**config.mk**
```make
export PLATFORM = sky130hd
export DESIGN_NAME = pipeline_ctrl
export DESIGN_NICKNAME = d
export VERILOG_FILES = /design/src/rtl/cpu_types_pkg.sv /design/src/rtl/sat_counter.sv /design/src/rtl/pipeline_ctrl.sv
export SDC_FILE = /design/constraint.sdc
export NUM_CORES = 1
export LEC_CHECK = 0
export ABC_AREA = 1
export BUFFER_PORTS_ARGS = -buffer_cell sky130_fd_sc_hd__buf_2
export CAP_MARGIN = 15
export CORE_AREA = 2 2 68 70
export DETAILED_ROUTE_END_ITERATION = 8
export DIE_AREA = 0 0 70 72
export GPL_ROUTABILITY_DRIVEN = 0
export PLACE_DENSITY = 0.83
export SYNTH_ARGS = -nofsm -noshare
export SYNTH_HDL_FRONTEND = slang
export SYNTH_SLANG_ARGS = --single-unit
```
**constraint.sdc**
```tcl
create_clock -name CLK -period 4.6 [get_ports CLK]
set_input_delay 0.92 -clock CLK [delete_from_list [all_inputs] [get_ports CLK]]
set_output_delay 0.92 -clock CLK [all_outputs]
set_load 0.03 [all_outputs]
```
**src/rtl/cpu_types_pkg.sv**
```systemverilog
// ============================================================================
// Module   : cpu_types_pkg
// Brief    : Shared CPU types: register index and pipeline controller states.
// Revision : 1.0 - initial release
// ============================================================================
`default_nettype none

package cpu_types_pkg;

    localparam int REG_W = 5;

    typedef logic [REG_W-1:0] regbits_t;

    typedef enum logic [1:0] {
        RUN    = 2'd0,
        DWAIT  = 2'd1,
        HALTED = 2'd2
    } pctrl_state_t;

endpackage

`default_nettype wire

```
**src/rtl/sat_counter.sv**
```systemverilog
// ============================================================================
// Module   : sat_counter
// Brief    : Up-counter that sticks at all-ones instead of wrapping.
// Revision : 1.0 - initial release
// ============================================================================
`default_nettype none

module sat_counter #(
    parameter int W = 16
) (
    input  logic         CLK,
    input  logic         RST,
    input  logic         inc,
    output logic [W-1:0] cnt
);

    logic [W-1:0] cnt_q;
    logic [W-1:0] cnt_d;

    always_comb begin
        cnt_d = cnt_q;
        if (inc && (cnt_q != {W{1'b1}})) begin
            cnt_d = cnt_q + {{(W-1){1'b0}}, 1'b1};
        end
    end

    always_ff @(posedge CLK or posedge RST) begin
        if (RST) begin
            cnt_q <= '0;
        end else begin
            cnt_q <= cnt_d;
        end
    end

    assign cnt = cnt_q;

endmodule

`default_nettype wire

```
**src/rtl/pipeline_ctrl.sv**
```systemverilog
// ============================================================================
// Module   : pipeline_ctrl
// Brief    : Per-cycle advance/hold/flush sequencer for PC and pipeline latches.
// Revision : 1.0 - initial release
// ============================================================================
`default_nettype none

module pipeline_ctrl
    import cpu_types_pkg::*;
#(
    parameter int CNTW = 16
) (
    input  logic            CLK,
    input  logic            RST,
    input  logic            ihit,
    input  logic            dhit,
    input  logic            dREN_out_3,
    input  logic            dWEN_out_3,
    input  logic            branch_taken_3,
    input  logic            dREN_out_2,
    input  regbits_t        wsel_out_2,
    input  regbits_t        rs_in_1,
    input  regbits_t        rt_in_1,
    input  logic            uses_rt_1,
    input  logic            halt_out_4,
    output logic            pc_en,
    output logic            ifid_en,
    output logic            idex_en,
    output logic            exmem_en,
    output logic            memwb_en,
    output logic            ifid_flush,
    output logic            idex_flush,
    output logic            exmem_flush,
    output logic            memwb_flush,
    output logic            halt,
    output logic [CNTW-1:0] stall_cnt,
    output logic [CNTW-1:0] flush_cnt
);

    pctrl_state_t state_q;
    pctrl_state_t state_d;

    logic dpend;
    logic lu;
    logic stall_inc;
    logic flush_inc;

    assign dpend = (dREN_out_3 | dWEN_out_3) & ~dhit;
    assign lu    = dREN_out_2 & (wsel_out_2 != '0) &
                   ((wsel_out_2 == rs_in_1) | (uses_rt_1 & (wsel_out_2 == rt_in_1)));

    always_comb begin
        state_d     = state_q;
        pc_en       = 1'b1;
        ifid_en     = 1'b1;
        idex_en     = 1'b1;
        exmem_en    = 1'b1;
        memwb_en    = 1'b1;
        ifid_flush  = 1'b0;
        idex_flush  = 1'b0;
        exmem_flush = 1'b0;
        memwb_flush = 1'b0;
        flush_inc   = 1'b0;

        if (state_q == HALTED) begin
            {pc_en, ifid_en, idex_en, exmem_en, memwb_en} = 5'b00000;
        end else if (halt_out_4) begin
            {pc_en, ifid_en, idex_en, exmem_en, memwb_en} = 5'b00000;
            state_d = HALTED;
        end else if (dpend) begin
            // Only WB drains; it receives a bubble while memory is busy.
            {pc_en, ifid_en, idex_en, exmem_en} = 4'b0000;
            memwb_flush = 1'b1;
            state_d     = DWAIT;
        end else begin
            state_d = RUN;
            if (branch_taken_3) begin
                ifid_flush  = 1'b1;
                idex_flush  = 1'b1;
                exmem_flush = 1'b1;
                flush_inc   = 1'b1;
            end else if (lu) begin
                pc_en      = 1'b0;
                ifid_en    = 1'b0;
                idex_flush = 1'b1;
            end else if (!ihit) begin
                pc_en      = 1'b0;
                ifid_flush = 1'b1;
            end
        end
    end

    assign stall_inc = (state_q != HALTED) &&
                       (!(pc_en & ifid_en & idex_en & exmem_en & memwb_en) ||
                        (ifid_flush | idex_flush | exmem_flush | memwb_flush));

    always_ff @(posedge CLK or posedge RST) begin
        if (RST) begin
            state_q <= RUN;
        end else begin
            state_q <= state_d;
        end
    end

    assign halt = (state_q == HALTED);

    sat_counter #(.W(CNTW)) u_stall_cnt (
        .CLK (CLK),
        .RST (RST),
        .inc (stall_inc),
        .cnt (stall_cnt)
    );

    sat_counter #(.W(CNTW)) u_flush_cnt (
        .CLK (CLK),
        .RST (RST),
        .inc (flush_inc),
        .cnt (flush_cnt)
    );

endmodule

`default_nettype wire

```
==> flow_summary.json <==
{
  "status": "completed",
  "die_area_um2": 5040,
  "antenna_found_initial": 0,
  "path_clk_slew_ns": 0.07,
  "crit_path_end_kind": "output port",
  "drt_iter0_markers": 112,
  "synth_edf_count": 0,
  "timing.setup.tns_ns": 0,
  "ys_async_sr_fraction": 1.00,
  "synth_nets": 356,
  "htreeDepth": 2,
  "tritoncts": "yes",
  "synth-compound-area-share": 0.0364,
  "cts_hold_buf": 0,
  "cp_cell_sequence": "buf_2, o21bai_1, nand2_2, inv_2, nand2_1, o21ai_0, buf_2",
  "start_util": 0.540,
  "synth_top_family_by_area": "simple AND/OR/NAND/NOR gates",
  "synth_common_cells": "116 x nand2_1, 38 x inv_1, 34 x dfrtp_1, 31 x nand3_1, 30 x nor2_1",
  "grt_pass1_wl_um": 8610,
  "rsz0062_at_grt": "false",
  "routedWlPerCell_um": 11.4,
  "regArea_um2": 851,
  "synth_top_area_cell": "dfrtp_1",
  "synthFlopType": "dfrtp_1",
  "final_util": 0.640,
  "die_x_um": 70,
  "rr_worst_depth": 9,
  "synthXorXnorAreaFrac": 0.103,
  "period_share": 0.628,
  "cts_resized": 0,
  "io_pins": 67,
  "grtUsageMet1": 0.270,
  "p_per_area_nw_per_um2": 250,
  "relSlewSlack": 0.526,
  "core_area_um2": 4260,
  "crit_fanout": 4,
  "grt_overflow_total": 0,
  "skew_ns": 0.00500,
  "grt_usage": 0.210,
  "num_rows": 24,
  "finalMaxSlewViolations": 0,
  "pre_cts_ws_ns": 1.73,
  "worst_slew_pin_slew_ns": 0.711,
  "syn_to_final_growth_pct": 18.5,
  "synth_fa_ha_area_frac": 0.0109,
  "endpoint": "pc_en",
  "multiInputGateArea_um2": 1240,
  "cp_common_cell": "buf_2",
  "grt_pass1_vias": 1985,
  "vias": 2255,
  "grt_max_degree": 35,
  "hold_depth": 1,
  "synth_area_leaders": "dfrtp_1 37%, nand2_1 19%, nand3_1 6.7%",
  "yosys_warnings": 0,
  "finalSetupViolCount": 0,
  "busiest_layer": "met2",
  "cts-root-buf": "clkbuf_8",
  "cpPeakStageDelay_ns": 0.30,
  "startpoint": "dWEN_out_3",
  "use_met2": 0.350,
  "drc": 0,
  "synth_top_area_frac": 0.369,
  "worst_ir_drop_vdd_v": 0.000110,
  "r2r_setup_slack_ns": 2.47,
  "hold_violations": 0,
  "synth_cell_types": 26,
  "first_pass_iters": 4,
  "ys_ff_latch": 34,
  "fin_ws_ns": 1.71,
  "die_h_um": 72,
  "cts.path.max_buffers": 2,
  "critPathKind": "primary input to output port",
  "nFillCells": 404,
  "leakage_nw": 1.52,
  "arrival_ns": 1.97,
  "cp-start-kind": "primary input",
  "syn_inst": 329,
  "synthSimpleGateAreaFrac": 0.389,
  "port_buffers": 66,
  "fin_nets": 424,
  "power_mw": 0.682,
  "layout-drive-gt1-share": 0.237,
  "cp_slowest_cell": "o21bai_1",
  "cts.sinks": 34,
  "finalWirelength_um": 5110,
  "vias_per_cell": 5.02,
  "cap_violations": 0,
  "synth.most_common_cell": "nand2_1",
  "clk_latency_ns": 0.29,
  "yosysSeqAreaShare": 0.369,
  "synth_area_um2": 2300,
  "max_freq_ghz": 0.346,
  "n_antenna_cell": 0,
  "finalInstanceArea_um2": 2730,
  "placed_area_um2": 2650,
  "numCtsBuffers": 5,
  "r2r-end": "u_stall_cnt.cnt[2]",
  "grt_use_met3": 0.0458,
  "synth_area_per_cell_um2": 7.00,
  "cts_setup_buffers": 0,
  "muxShareOfSynthArea": 0,
  "drtAntennaViolNets": 0,
  "hp-class": "flop to flop",
  "hpwlAfterDp_um": 3950,
  "period_needed_ns": 2.89,
  "cp_data_required_time_ns": 3.68,
  "r2r_start": "u_stall_cnt.cnt[0]"
}
[worst min-delay path by stage]
stage / slack [ns] / endpoint / start
global route: 0.54 / u_flush_cnt.cnt[7] / u_flush_cnt.cnt[7]
CTS: 0.52 / u_flush_cnt.cnt[7] / u_flush_cnt.cnt[7]
finish: 0.52 / u_flush_cnt.cnt[7] / u_flush_cnt.cnt[7]
detailed placement: 0.51 / u_flush_cnt.cnt[7] / u_flush_cnt.cnt[7]
floorplan: 0.68 / u_flush_cnt.cnt[7] / u_flush_cnt.cnt[7]
global placement: 0.51 / u_flush_cnt.cnt[7] / u_flush_cnt.cnt[7]
[worst max-delay path, delay by kind of cell]
family                 cells  cell delay [ns]
AND/OR/NAND/NOR            2             0.20
buffers and inverters      3             0.40
AO/OA/AOI/OAI              2             0.44
[metrics by stage]
step           cells  hold slack [ns]
6_report         449            0.517
5_1_grt          449            0.536
4_1_cts          449            0.517
3_5_place_dp     442            0.506
3_3_place_gp     442            0.509
2_1_floorplan    329            0.680
[flip-flops by register name, indices dropped and copies added (netlist names)]
signal           flops
state_q              2
u_flush_cnt.cnt     16
u_stall_cnt.cnt     16
[power breakdown]
group          switching [mW]  internal (mW)
combinational          0.0883         0.0447
sequential             0.0236          0.315
clock                   0.108          0.102
[cell usage in the layout (no fill, tap or decap), types with 2 or more instances in the layout]
master    Yosys  final
nor2_1       30     30
nor2_2        3      3
nand4_1       9      9
o21ai_0       4      4
clkinv_2      0      2
nor3_2        3      3
o21ai_1       2      2
xnor2_1      13     13
nand2_2       5      5
nand2_1     116    116
o21ai_2       4      4
clkbuf_8      0      5
dfrtp_1      34     34
xor2_1       14     14
inv_2         3      3
nor3_1        7      7
buf_2         0     66
nand3_1      31     31
inv_1        38     38
ha_1          2      2
[logic make-up (layout without fill, tap and decap cells)]
| family | after synthesis | count (layout) |
|---|---|---|
| fa+ha+maj | 2 | 2 |
| simple gates | 206 | 206 |
| xor+xnor | 27 | 27 |
| flops | 34 | 34 |
| compound gates | 13 | 13 |
| buf+inv | 47 | 115 |
[cell type report]
cell class / count / share of cell area
inverter: 41 / 0.0564
timing repair buffer: 67 / 0.124
sequential: 34 / 0.312
clock buffer: 5 / 0.0252
multi-input combinational: 248 / 0.455
tap: 52 / 0.0238
clock inverter: 2 / 0.00367
[layer usage]
metal  part of all wire  routed length (um)
met1               0.45                2300
met2               0.47                2400
met3              0.061                 311
met4              0.020                 100
met5                  0                   0
(Power assumes the default switching activity.)
